**src/rtl/inst_fetch_ctrl_if.sv**
```systemverilog
// Instruction-bus interface: SRAM-like req/addr_ok/data_ok read channel.
interface inst_fetch_ctrl_if #(
    parameter int unsigned ADDR_W = 32,
    parameter int unsigned DATA_W = 32
);
    logic              inst_req;
    logic              inst_wr;
    logic [1:0]        inst_size;
    logic [ADDR_W-1:0] inst_addr;
    logic [DATA_W-1:0] inst_wdata;
    logic              inst_addr_ok;
    logic              inst_data_ok;
    logic [DATA_W-1:0] inst_rdata;

    // Fetch controller side
    modport master (
        output inst_req, inst_wr, inst_size, inst_addr, inst_wdata,
        input  inst_addr_ok, inst_data_ok, inst_rdata
    );

    // Memory / bus side
    modport slave (
        input  inst_req, inst_wr, inst_size, inst_addr, inst_wdata,
        output inst_addr_ok, inst_data_ok, inst_rdata
    );
endinterface

```
**src/rtl/inst_fetch_ctrl.sv**
```systemverilog
// Instruction-fetch controller: one outstanding bus read per PC, stall back to
// the PC register, and a registered {pc, inst, excep, valid} slot toward decode.
module inst_fetch_ctrl #(
    parameter int unsigned ADDR_W  = 32,
    parameter int unsigned DATA_W  = 32,
    parameter int unsigned EXCEP_W = 32
) (
    input  logic                clk,
    input  logic                rst,
    input  logic [ADDR_W-1:0]   pc_i,
    input  logic [EXCEP_W-1:0]  pc_excep_type_i,
    input  logic                flush_i,
    input  logic                other_stall_i,
    output logic                inst_stall_o,
    inst_fetch_ctrl_if.master   inst_bus,
    output logic [ADDR_W-1:0]   if_pc_o,
    output logic [DATA_W-1:0]   if_inst_o,
    output logic [EXCEP_W-1:0]  if_excep_type_o,
    output logic                if_valid_o
);

    localparam logic [1:0] SIZE_WORD = 2'b10;

    typedef enum logic [1:0] {
        S_REQ       = 2'd0,
        S_WAIT_DATA = 2'd1,
        S_HOLD      = 2'd2,
        S_DISCARD   = 2'd3
    } state_t;

    state_t              r_state;
    state_t              w_state_nxt;
    logic [ADDR_W-1:0]   r_req_pc;
    logic [DATA_W-1:0]   r_buf;
    logic [ADDR_W-1:0]   r_if_pc;
    logic [DATA_W-1:0]   r_if_inst;
    logic [EXCEP_W-1:0]  r_if_excep;
    logic                r_if_valid;

    logic                w_fault;
    logic                w_inst_req;
    logic                w_stall;
    logic                w_accept;
    logic                w_buf_load;
    logic                w_deliver;
    logic [ADDR_W-1:0]   w_dlv_pc;
    logic [DATA_W-1:0]   w_dlv_inst;
    logic [EXCEP_W-1:0]  w_dlv_excep;

    assign w_fault = (pc_excep_type_i != '0);

    // State register
    always_ff @(posedge clk) begin
        if (!rst) begin
            r_state <= S_REQ;
        end else begin
            r_state <= w_state_nxt;
        end
    end

    // Next state, bus request, stall and delivery selection
    always_comb begin
        w_state_nxt = r_state;
        w_inst_req  = 1'b0;
        w_stall     = 1'b0;
        w_accept    = 1'b0;
        w_buf_load  = 1'b0;
        w_deliver   = 1'b0;
        w_dlv_pc    = r_req_pc;
        w_dlv_inst  = '0;
        w_dlv_excep = '0;
        unique case (r_state)
            S_REQ: begin
                if (w_fault) begin
                    // Faulting fetch never touches the bus; slot carries the exception
                    if (!flush_i && !other_stall_i) begin
                        w_deliver   = 1'b1;
                        w_dlv_pc    = pc_i;
                        w_dlv_excep = pc_excep_type_i;
                    end
                end else begin
                    w_stall    = 1'b1;
                    w_inst_req = !flush_i;
                    // Request is gated by flush, so an accepted request always waits for data
                    if (w_inst_req && inst_bus.inst_addr_ok) begin
                        w_accept    = 1'b1;
                        w_state_nxt = S_WAIT_DATA;
                    end
                end
            end
            S_WAIT_DATA: begin
                w_stall = !inst_bus.inst_data_ok;
                if (inst_bus.inst_data_ok) begin
                    if (flush_i) begin
                        w_state_nxt = S_REQ;
                    end else if (other_stall_i) begin
                        w_buf_load  = 1'b1;
                        w_state_nxt = S_HOLD;
                    end else begin
                        w_deliver   = 1'b1;
                        w_dlv_inst  = inst_bus.inst_rdata;
                        w_state_nxt = S_REQ;
                    end
                end else if (flush_i) begin
                    w_state_nxt = S_DISCARD;
                end
            end
            S_HOLD: begin
                if (flush_i) begin
                    w_state_nxt = S_REQ;
                end else if (!other_stall_i) begin
                    w_deliver   = 1'b1;
                    w_dlv_inst  = r_buf;
                    w_state_nxt = S_REQ;
                end
            end
            S_DISCARD: begin
                // Swallow the stale response of a flushed fetch
                w_stall = 1'b1;
                if (inst_bus.inst_data_ok) begin
                    w_state_nxt = S_REQ;
                end
            end
            default: begin
                w_state_nxt = S_REQ;
            end
        endcase
    end

    // Address of the accepted request
    always_ff @(posedge clk) begin
        if (!rst) begin
            r_req_pc <= '0;
        end else if (w_accept) begin
            r_req_pc <= pc_i;
        end
    end

    // Instruction buffer for data returned while decode is stalled
    always_ff @(posedge clk) begin
        if (!rst) begin
            r_buf <= '0;
        end else if (w_buf_load) begin
            r_buf <= inst_bus.inst_rdata;
        end
    end

    // Decode slot: flush, then deliver, then stall-hold, else bubble
    always_ff @(posedge clk) begin
        if (!rst) begin
            r_if_pc    <= '0;
            r_if_inst  <= '0;
            r_if_excep <= '0;
            r_if_valid <= 1'b0;
        end else if (flush_i) begin
            r_if_inst  <= '0;
            r_if_excep <= '0;
            r_if_valid <= 1'b0;
        end else if (w_deliver) begin
            r_if_pc    <= w_dlv_pc;
            r_if_inst  <= w_dlv_inst;
            r_if_excep <= w_dlv_excep;
            r_if_valid <= 1'b1;
        end else if (!other_stall_i) begin
            r_if_inst  <= '0;
            r_if_excep <= '0;
            r_if_valid <= 1'b0;
        end
    end

    assign inst_stall_o        = w_stall;
    assign inst_bus.inst_req   = w_inst_req;
    assign inst_bus.inst_wr    = 1'b0;
    assign inst_bus.inst_size  = SIZE_WORD;
    assign inst_bus.inst_addr  = pc_i;
    assign inst_bus.inst_wdata = '0;

    assign if_pc_o         = r_if_pc;
    assign if_inst_o       = r_if_inst;
    assign if_excep_type_o = r_if_excep;
    assign if_valid_o      = r_if_valid;

endmodule

```
**src/flat_wrapper.sv**
```systemverilog
// flat-port wrapper written by rule: the top's interface ports become plain ports
module inst_fetch_ctrl_flat 
#(
    parameter int unsigned ADDR_W  = 32,
    parameter int unsigned DATA_W  = 32,
    parameter int unsigned EXCEP_W = 32
)
  (clk, rst, pc_i, pc_excep_type_i, flush_i, other_stall_i, inst_stall_o, if_pc_o, if_inst_o, if_excep_type_o, if_valid_o, inst_bus_inst_req, inst_bus_inst_wr, inst_bus_inst_size, inst_bus_inst_addr, inst_bus_inst_wdata, inst_bus_inst_addr_ok, inst_bus_inst_data_ok, inst_bus_inst_rdata);
  inst_fetch_ctrl_if #(.ADDR_W(ADDR_W), .DATA_W(DATA_W)) inst_bus_i ();
  input  logic clk;
  input  logic rst;
  input  logic [ADDR_W-1:0] pc_i;
  input  logic [EXCEP_W-1:0] pc_excep_type_i;
  input  logic flush_i;
  input  logic other_stall_i;
  output logic inst_stall_o;
  output logic [ADDR_W-1:0] if_pc_o;
  output logic [DATA_W-1:0] if_inst_o;
  output logic [EXCEP_W-1:0] if_excep_type_o;
  output logic if_valid_o;
  output wire logic [$bits(inst_bus_i.inst_req)-1:0] inst_bus_inst_req;
  output wire logic [$bits(inst_bus_i.inst_wr)-1:0] inst_bus_inst_wr;
  output wire logic [$bits(inst_bus_i.inst_size)-1:0] inst_bus_inst_size;
  output wire logic [$bits(inst_bus_i.inst_addr)-1:0] inst_bus_inst_addr;
  output wire logic [$bits(inst_bus_i.inst_wdata)-1:0] inst_bus_inst_wdata;
  input wire logic [$bits(inst_bus_i.inst_addr_ok)-1:0] inst_bus_inst_addr_ok;
  input wire logic [$bits(inst_bus_i.inst_data_ok)-1:0] inst_bus_inst_data_ok;
  input wire logic [$bits(inst_bus_i.inst_rdata)-1:0] inst_bus_inst_rdata;
  assign inst_bus_inst_req = inst_bus_i.inst_req;
  assign inst_bus_inst_wr = inst_bus_i.inst_wr;
  assign inst_bus_inst_size = inst_bus_i.inst_size;
  assign inst_bus_inst_addr = inst_bus_i.inst_addr;
  assign inst_bus_inst_wdata = inst_bus_i.inst_wdata;
  assign inst_bus_i.inst_addr_ok = inst_bus_inst_addr_ok;
  assign inst_bus_i.inst_data_ok = inst_bus_inst_data_ok;
  assign inst_bus_i.inst_rdata = inst_bus_inst_rdata;
  inst_fetch_ctrl #(.ADDR_W(ADDR_W), .DATA_W(DATA_W), .EXCEP_W(EXCEP_W)) u_core (.clk(clk), .rst(rst), .pc_i(pc_i), .pc_excep_type_i(pc_excep_type_i), .flush_i(flush_i), .other_stall_i(other_stall_i), .inst_stall_o(inst_stall_o), .inst_bus(inst_bus_i), .if_pc_o(if_pc_o), .if_inst_o(if_inst_o), .if_excep_type_o(if_excep_type_o), .if_valid_o(if_valid_o));
endmodule
```
**config.mk**
```make
export PLATFORM = sky130hd
export DESIGN_NAME = inst_fetch_ctrl_flat
export DESIGN_NICKNAME = d
export VERILOG_FILES = /design/src/rtl/inst_fetch_ctrl_if.sv /design/src/rtl/inst_fetch_ctrl.sv /design/src/flat_wrapper.sv
export SDC_FILE = /design/constraint.sdc
export NUM_CORES = 1
export LEC_CHECK = 0
export CORE_MARGIN = 4
export CORE_UTILIZATION = 45
export DETAILED_ROUTE_END_ITERATION = 6
export PLACE_DENSITY = 0.8
export REMOVE_ABC_BUFFERS = 1
export SLEW_MARGIN = 20
export SYNTH_ARGS = -nofsm -noshare
export SYNTH_HDL_FRONTEND = slang
export SYNTH_SLANG_ARGS = --single-unit
```
**constraint.sdc**
```tcl
create_clock -name clk -period 2.92 [get_ports clk]
set_input_delay 0.876 -clock clk [delete_from_list [all_inputs] [get_ports clk]]
set_output_delay 0.876 -clock clk [all_outputs]
set_load 0.05 [all_outputs]
```
### Word-level counts from Yosys, hierarchy flattened

Cells that the tools add are included.

| storage, ports and cells | value |
|---|---|
| flip-flop bits (word level) | 163 |
| input bits | 102 |

| cells by class | value |
|---|---|
| equal/unequal tests | 9 |
| muxes and demuxes | 42 |
| bitwise gates (word level) | 2 |
| reduce and logical (&&, ||, !) cells | 10 |

Operator list:

| kind | count |
|---|---|
| $mux W32 | 12 |
| $pmux W32 S2 | 1 |
| $reduce_bool A32 Y1 | 1 |
| $mux W2 | 9 |
| $mux W1 | 17 |
| $pmux W2 S4 | 1 |
| $ne A3 B3 Y1 const B | 2 |
| $pmux W1 S3 | 2 |
| $reduce_and A5 Y1 | 1 |
| $eq A2 B2 Y1 const B | 2 |
| $ne A2 B1 Y1 const B | 2 |
| $ne A2 B2 Y1 const B | 2 |
| $logic_not A1 Y1 | 3 |
| $eq A2 B1 Y1 const B | 1 |
| $logic_and A1 B1 Y1 | 2 |
| $logic_not A2 Y1 | 1 |
| $not A1 Y1 | 2 |
| $reduce_and A2 Y1 | 1 |
| $reduce_or A2 Y1 | 1 |

### Longest topological paths before layout

Gate-level depths: netlist of run 1.

| depth | value |
|---|---|
| depth after elaboration | 6 |
| depth in mapped cells | 10 |
| depth with buffers taken out | 7 |

### Least setup slack after synthesis of run 1

OpenSTA, ideal clock, no wires.

| timing path | value |
|---|---|
| kind | input to output |
| start | in pc_excep_type_i[10] |
| end | out inst_stall_o |
| arrival | 2,540 ps |
| required time | 2,044 ps |
| setup slack | -496 ps |
| stages on the path | 4 |
| buffers on the path | 0 |
| cell sequence | nor4_1 -> nand4_1 -> or3_1 -> a21oi_1 |

| on the way | value |
|---|---|
| word-level cells in the longest chain between the ends | 3 |

Ends and longest elaborated chain:

| item | RTL line | text |
|---|---|---|
| start, declared | flat_wrapper.sv:13 | `input logic [EXCEP_W-1:0] pc_excep_type_i;` |
| $reduce_bool A32 Y1 | inst_fetch_ctrl.sv:50 | `assign w_fault = (pc_excep_type_i != '0);` |
| $mux W1 | inst_fetch_ctrl.sv:74 | `if (w_fault) begin` |
| $pmux W1 S3 | inst_fetch_ctrl.sv:72 | `unique case (r_state)` |
| end, declared | flat_wrapper.sv:16 | `output logic inst_stall_o;` |

Every way passes these cells.

### Final worst setup path of run 1

| timing path | value |
|---|---|
| start | in pc_excep_type_i[1] |
| end | out inst_stall_o |

Same word-level chain as after synthesis.

==> results_dict.tcl, run 1 <==
set metrics [dict create \
    crit_path_end_kind "primary output" \
    ys_warn_count 0 \
    cts_buffer_depth 2 \
    drc_errors 0 \
    syn_avg_cell_area_um2 9.40 \
    synth_mux_area_share_pct 8.90 \
    synth_common_cells "dfxtp_1, buf_4, nand2_1, o31ai_1" \
    synth_top_family_by_area "compound AO/OA/AOI/OAI gates" \
    grt_pass1_wl_um 32200 \
    power_uw 5340 \
    synth_most_common_cell "dfxtp_1" \
    crit_type "primary input to primary output" \
    power_frac_comb_pct 16.6 \
    num_antenna_cells 0 \
    synth-simple-area-share_pct 13.0 \
    ctsHoldBuffers 0 \
    finalClockSkew_ps 10.0 \
    rows 45 \
    netSwitchingFraction_pct 29.5 \
    stdcell_area_um2 10500 \
    port_buffers 232 \
    synthXorXnorAreaFrac_pct 0 \
    internal-power_uw 3760 \
    ant_nets 0 \
    clock_latency_ps 430 \
    grt_start_max_net_pins 67 \
    failed_checks "negative setup slack" \
    leakage_uw 0.00390 \
    clockRootBuffer "clkbuf_16" \
    setup_ws_ps -190 \
    synth_flop_cell "dfxtp_1" \
    area_growth_pct 45.2 \
    cp_data_arrival_time_ps 2230 \
    start_util_pct 46.7 \
    die-height_um 134 \
    syn-cell-area_um2 7200 \
    gp_congestion 0.807 \
    io_pins 268 \
    grt_pass1_vias 6259 \
    r2r-end "u_core.if_inst_o[0]" \
    synth_seq_cells 163 \
    ys_async_sr_fraction_pct 0 \
    yosysSeqAreaShare_pct 45.3 \
    cts_tree "built" \
    grt-ovfl-total 0 \
    fin_crit_ps 3110 \
    hold_viol 0 \
    utilization_pct 67.8 \
    maxCapViolCount 0 \
    nNetsFinal 1062 \
    hp-class "flip-flop to flip-flop" \
    crit_chain "buf_2 > nor4_2 > nand4_1 > or3_4 > a21oi_4 > buf_12" \
    synth_cell_type_count 36 \
    worst-slew-pin-transition_ps 723 \
    clkTransAtPathRegs_ps 60 \
    ff2ff_setup_slack_ps 880 \
    synth_fa_ha_area_share_pct 0.695 \
    hold_depth 2 \
    drt-pass1-iter-count 5 \
    hold_path_end "u_core.r_buf[30]" \
    power_density_nw_per_um2 510 \
    clock_sinks 163 \
    final_max_slew_viol_count 0 \
    critPathMaxFanout 2 \
    wl_per_cell_um 17.2 \
    placed_area_um2 9830 \
    max_freq_mhz 322 \
    rsz0062_at_grt "true" \
    cts_buffers 17 \
    finalSetupViolCount 2 \
    htree_levels 4 \
    cpMaxStageDelayCell "or3_4" \
    cp_slowest_stage_delay_ps 460 \
    synth_area_leaders "dfxtp_1, mux2i_1, buf_4" \
    stdcell_count 1180 \
    p_clk_share_pct 40.8 \
    vias 6240 \
    viasPerCell 5.29 \
    core-area_um2 15400 \
    synth_edf_count 0 \
    timing.rr.start "u_core.r_state[0]" \
    drive_above_1_share_pct 16.0 \
    pwr-share-seq_pct 42.7 \
    synth-compound-area-share_pct 20.2 \
    yosys.area.top_type_share_pct 45.3 \
    ff2ff_path_depth 7 \
    die-area_um2 18100 \
    track_usage_pct 22.1 \
    yosysTopAreaCell "dfxtp_1" \
    dpl.hpwl_um 13700 \
    power.switching_uw 1570 \
    cp-start-kind "primary input" \
    grt_antenna_before_repair 0 \
    status "finished with violations" \
    dp_cells 1146 \
    irDropWorstVdd_uv 384 \
    fin_crit_sh_pct 107 \
    cp.required_ps 2040 \
    die_width_um 134 \
    relSlewSlack_pct 51.8 \
    hp-start "u_core.r_buf[30]" \
    drt-initial-drc-count 395 \
    syn_inst 766 \
    totalWireLength_um 20300 \
]
## metrics by stage
stage / TNS, ps / setup WS, ps / hold WS (ps)
6_report: -365 / -190 / 465
3_5_place_dp: -28110 / -689 / 457
5_1_grt: -464 / -236 / 482
2_1_floorplan: -59010 / -999 / 444
3_3_place_gp: -24090 / -667 / 446
4_1_cts: -375 / -207 / 467
## sequential cells by signal, summed over array words and instances, names as in the netlist
name,cells
u_core.if_excep_type_o,32
u_core.if_inst_o,32
u_core.if_pc_o,32
u_core.if_valid_o,1
u_core.r_buf,32
u_core.r_req_pc,32
u_core.r_state,2
## layout make-up
type | instances | area, um^2
Fill cell | 1226 | 4970
Multi-Input combinational cell | 497 | 3330
Sequential cell | 163 | 3260
Timing Repair Buffer | 273 | 3000
Clock buffer | 18 | 439
Tap cell | 211 | 264
Clock inverter | 14 | 139
Inverter | 4 | 15.0
## layer usage
layer,wire [um],part of all wire [%],track usage [%],up-vias
met2,9780,48,36.6,243
met5,0,0,0,-
li1,-,-,-,3008
met1,8420,42,27.1,2967
met4,286,1.4,7.01,0
met3,1790,8.8,7.68,22
## placed cells by master, fill, tap and decap left out, drive strengths merged
| master | count |
|---|---|
| clkinv | 2 |
| o21ai | 1 |
| mux2i | 64 |
| clkbuf | 30 |
| ha | 4 |
| o211a | 1 |
| nor2b | 35 |
| or3 | 1 |
| nand3 | 32 |
| a2bb2oi | 1 |
| o211ai | 1 |
| clkdlybuf4s15 | 6 |
| or2 | 1 |
| dfxtp | 163 |
| nand4 | 2 |
| clkinvlp | 3 |
| nor3 | 1 |
| a21oi | 37 |
| clkdlybuf4s50 | 164 |
| nand2 | 66 |
| conb | 35 |
| a22oi | 64 |
| nand2b | 2 |
| nor2 | 36 |
| nor4 | 9 |
| o21a | 2 |
| inv | 13 |
| nor3b | 2 |
| buf | 91 |
| o2111a | 1 |
| o31ai | 65 |
| and2 | 2 |
| a21boi | 32 |
## critical path, delay by kind of cell
family,cells,cell delay (ps)
and+or+nand+nor,3,940
AOI/OAI and AO/OA,1,150
buffers and inverters,2,260
## worst max-delay path by stage
| stage | cells after the start | from | slack (ps) | end |
|---|---|---|---|---|
| after floorplan | 5 | pc_excep_type_i[10] | -1000 | u_core.if_inst_o[0] |
| after global placement | 6 | pc_excep_type_i[2] | -670 | inst_stall_o |
| after detailed placement | 6 | pc_excep_type_i[2] | -690 | inst_stall_o |
| after CTS | 6 | pc_excep_type_i[15] | -210 | inst_stall_o |
| after global routing | 6 | pc_excep_type_i[5] | -240 | inst_stall_o |
| final | 6 | pc_excep_type_i[1] | -190 | inst_stall_o |
## cell families (layout without fill, tap and decap cells)
family / count (synthesis) / in the layout
adders and majority gates: 4 / 4
muxes: 64 / 64
and+or+nand+nor: 189 / 189
AOI/OAI and AO/OA: 205 / 205
buffers and inverters: 139 / 309
other: 2 / 35
DFF: 163 / 163
## repair_timing
action	CTS	global route
setup buffers	1	1
pin swaps	12	12
setup endpoints to repair	2	2
hold endpoints to repair	0	0
gates cloned	0	0
resized for setup	102	32
## power by group through the flow
stage,combinational [uW],clock [uW],sequential (uW)
finish,884,2170,2280
global route,924,2320,2280
CTS,880,2210,2280
detailed placement,881,0,2330
global placement,877,0,2330
floorplan,219,0,2450
(Power assumes the default switching activity.)
==> run 2: changes to the inputs <==
Settings changed: SKIP_CTS_REPAIR_TIMING from default to 1.
==> run 2 against run 1 <==
  * The run still ends with negative setup slack left
  * Die area stayed put
  * Maximum frequency down 2.8%
  * Routed wire length up 1.4%
  * Via count up 0.71%
  * Critical path type unchanged
  * Largest power group unchanged
  * Highest routed layer unchanged
==> results_dict.tcl, run 2 (synthesis results as in run 1) <==
set metrics [dict create \
    timing.rr.start "u_core.r_state[0]" \
    worst-slew-pin-transition_ps 738 \
    drc_errors 0 \
    irDropWorstVdd_uv 382 \
    die-area_um2 18100 \
    core-area_um2 15400 \
    crit_start "pc_excep_type_i[31]" \
    grt_start_max_net_pins 67 \
    totalWireLength_um 20500 \
    ff2ff_path_depth 7 \
    failed_checks "negative setup slack" \
    status "finished with violations" \
    rows 45 \
    area_growth_pct 45.8 \
    rsz0062_at_grt "true" \
    cts_buffer_depth 2 \
    drt-pass1-iter-count 5 \
    max_freq_mhz 312 \
    port_buffers 232 \
    multi_input_area_um2 3310 \
    hold_depth 2 \
    drt-initial-drc-count 350 \
    num_antenna_cells 0 \
    drive_above_1_share_pct 14.3 \
    io_pins 268 \
    cts_buffers 17 \
    p_clk_share_pct 40.7 \
    finalClockSkew_ps 10.2 \
    pwr-share-seq_pct 42.7 \
    critPathMaxFanout 2 \
    internal-power_uw 3760 \
    start_util_pct 46.7 \
    leakage_uw 0.00404 \
    wl_per_cell_um 17.4 \
    viasPerCell 5.33 \
    crit_type "primary input to primary output" \
    crit_path_end_kind "primary output" \
    die-height_um 134 \
    clockRootBuffer "clkbuf_16" \
    hp-class "flip-flop to flip-flop" \
    endpoint "inst_bus_inst_req" \
    htree_levels 4 \
    layout_common_cells "clkdlybuf4s50_1, dfxtp_1, nand2_1" \
    grt_pass1_wl_um 32000 \
    clock_sinks 163 \
    regArea_um2 3260 \
    power_frac_comb_pct 16.6 \
    die_width_um 134 \
    power.switching_uw 1570 \
    relSlewSlack_pct 50.8 \
    power_uw 5340 \
    track_usage_pct 22.0 \
    clock_latency_ps 430 \
    maxCapViolCount 0 \
    grt_antenna_before_repair 0 \
    cts_tree "built" \
    cp_data_arrival_time_ps 2320 \
    fin_crit_ps 3200 \
    vias 6284 \
    clkTransAtPathRegs_ps 70 \
    nFillCells 1211 \
    ant_nets 0 \
    final_max_slew_viol_count 0 \
    nNetsFinal 1060 \
    hold_viol 0 \
    dpl.hpwl_um 13700 \
    grt-ovfl-total 0 \
    netSwitchingFraction_pct 29.5 \
    ff2ff_setup_slack_ps 880 \
    finalSetupViolCount 2 \
    cp.required_ps 2040 \
    power_density_nw_per_um2 509 \
    cp-start-kind "primary input" \
    stdcell_area_um2 10500 \
    r2r-end "u_core.if_inst_o[0]" \
    final_common_cell "clkdlybuf4s50_1" \
    fin_crit_sh_pct 110 \
    grt_pass1_vias 6294 \
    setup_ws_ps -281 \
    gp_congestion 0.807 \
    placed_area_um2 9830 \
]
-- run 2: metrics by stage --
step	hold WS, ps	setup slack [ps]	std cells	util [%]	TNS (ps)
final	465	-281	1178	68.0	-553
after global routing	482	-337	1178	68.0	-653
after CTS	467	-692	1178	67.5	-1320
after detailed placement	457	-689	1146	63.7	-28110
after global placement	446	-667	1146	63.7	-24090
after floorplan	444	-999	664	-	-59010
-- run 2: layer usage --
layer	track usage (%)	up-vias	wire, um
met1	26.3	3013	8560
met2	37.1	244	9930
li1	-	3000	-
met5	0	-	0
met4	6.67	0	311
met3	8.05	27	1740
-- run 2: worst min-delay path by stage --
stage	start	endpoint	slack, ps
2_1_floorplan	u_core.r_buf[0]	u_core.r_buf[0]	440
3_3_place_gp	u_core.if_valid_o	u_core.if_valid_o	450
3_5_place_dp	u_core.r_buf[9]	u_core.r_buf[9]	460
4_1_cts	u_core.r_buf[9]	u_core.r_buf[9]	470
5_1_grt	u_core.if_inst_o[4]	u_core.if_inst_o[4]	480
6_report	u_core.r_buf[12]	u_core.r_buf[12]	460
-- run 2: power groups by stage --
| stage | clock [uW] | combinational (uW) | sequential (uW) |
|---|---|---|---|
| 6_report | 2170 | 886 | 2280 |
| 5_1_grt | 2320 | 925 | 2280 |
| 4_1_cts | 2210 | 886 | 2280 |
| 3_5_place_dp | 0 | 881 | 2330 |
| 3_3_place_gp | 0 | 877 | 2330 |
| 2_1_floorplan | 0 | 219 | 2450 |
-- run 2: area by class of cell --
class,count,share of cell area [%]
Multi-Input combinational cell,497,31.6
Clock inverter,14,1.32
Sequential cell,163,31.1
Inverter,4,0.143
Timing Repair Buffer,271,29.2
Clock buffer,18,4.19
Tap cell,211,2.52
-- run 2: worst max-delay path: stages --
cell and delay, ps:
dlymetal6s2s_1 140, nor4_2 410, nand4_2 170, or3_4 390, nor2_2 170, buf_12 160
==> run 3: changes to the inputs <==
Settings changed: CAP_MARGIN from default to 30, TNS_END_PERCENT from default to 1.
==> run 3 against run 2 <==
  * Largest cell class unchanged
  * Critical path depth stayed put
  * Via count is essentially flat
  * Sequential cell count stayed put
  * Critical path type unchanged
  * Sequential share of layout area did not move
  * Largest power group unchanged
  * The flow still finishes with violations (negative setup slack)
==> results_dict.tcl, run 3 (synthesis results as in run 1) <==
set metrics [dict create \
    htree_levels 4 \
    dp_slack_ps -689 \
    nNetsFinal 1060 \
    start_util_pct 46.7 \
    whs_ps 465 \
    grt_pass1_vias 6294 \
    core-area_um2 15400 \
    multi_input_area_um2 3310 \
    crit_type "primary input to primary output" \
    die-area_um2 18100 \
    power_density_nw_per_um2 508 \
    hold_viol 0 \
    leakage_uw 0.00404 \
    area_growth_pct 45.8 \
    clock_sinks 163 \
    dpl.hpwl_um 13700 \
    grt_antenna_before_repair 0 \
    drive_above_1_share_pct 14.3 \
    final_max_slew_viol_count 0 \
    maxCapViolCount 0 \
    cts_buffers 17 \
    io_pins 268 \
    port_buffers 232 \
    ant_nets 0 \
    drc_errors 0 \
    hp-class "flip-flop to flip-flop" \
    relSlewSlack_pct 51.4 \
    gp_congestion 0.807 \
    setup_ws_ps -283 \
    crit_path_end_kind "primary output" \
    finalSetupViolCount 2 \
    stdcell_count 1178 \
    track_usage_pct 22.0 \
    status "finished with violations" \
    critPathMaxFanout 2 \
    die-height_um 134 \
    tns_ps -557 \
    utilization_pct 68.0 \
    grt-ovfl-total 0 \
    grt_pass1_wl_um 32000 \
    vias 6286 \
    regArea_um2 3260 \
    clkTransAtPathRegs_ps 70 \
    dp_cells 1146 \
    cts_tree "built" \
    num_antenna_cells 0 \
    finalClockSkew_ps 9.76 \
    clockRootBuffer "clkbuf_16" \
    totalWireLength_um 20500 \
    max_freq_mhz 312 \
    fin_crit_ps 3200 \
    rsz0062_at_grt "true" \
    drt-initial-drc-count 376 \
    cp_data_arrival_time_ps 2330 \
    irDropWorstVdd_uv 382 \
    fin_crit_sh_pct 110 \
    viasPerCell 5.34 \
    cp-start-kind "primary input" \
    grt_start_max_net_pins 67 \
    cp.required_ps 2040 \
    cts_buffer_depth 2 \
    worst-slew-pin-transition_ps 729 \
    rows 45 \
    final_common_cell "clkdlybuf4s50_1" \
    layout_common_cells "clkdlybuf4s50_1, dfxtp_1, nand2_1" \
    drt-pass1-iter-count 5 \
    nFillCells 1211 \
    die_width_um 134 \
    wl_per_cell_um 17.4 \
    clock_latency_ps 430 \
    failed_checks "negative setup slack" \
]
[run 3: cell counts in the layout (fill, tap and decap cells not counted)]
Identical to the previous run, type by type.
[run 3: worst paths after layout]
check | start | to | slack (ps) | depth (start not counted)
max | pc_excep_type_i[31] | inst_bus_inst_req | -280 | 6
min reg2reg | u_core.r_buf[12] | u_core.r_buf[12] | 460 | 2
min | u_core.r_buf[12] | u_core.r_buf[12] | 460 | 2
max reg2reg | u_core.r_state[0] | u_core.if_inst_o[0] | 880 | 7
[run 3: final cells by class]
cell class	instances	area share, %
multi-input combinational	497	31.6
sequential	163	31.1
timing repair buffer	271	29.2
clock buffer	18	4.19
tap	211	2.52
clock inverter	14	1.32
inverter	4	0.143
[run 3: power by group]
| part | switching, uW | internal [uW] |
|---|---|---|
| Sequential | 19.3 | 2260 |
| Combinational | 539 | 346 |
| Clock | 1010 | 1160 |
[run 3: per-stage QoR]
stage,total power [uW],cell area [um^2]
floorplan,2670,6490
global placement,3200,9830
detailed placement,3210,9830
CTS,5380,10400
global route,5520,10500
finish,5330,10500
[run 3: worst max-delay path, cell delays in order]
cell and delay (ps):
dlymetal6s2s_1 150, nor4_2 410, nand4_2 170, or3_4 390
nor2_2 170, buf_12 160
[run 3: routing by layer]
metal / vias to the layer above / part of all wire [%] / track usage [%]
li1: 3002 / - / -
met1: 2995 / 41 / 26.3
met2: 261 / 48 / 37.1
met3: 28 / 8.8 / 8.05
met4: 0 / 1.5 / 6.67
met5: - / 0 / 0
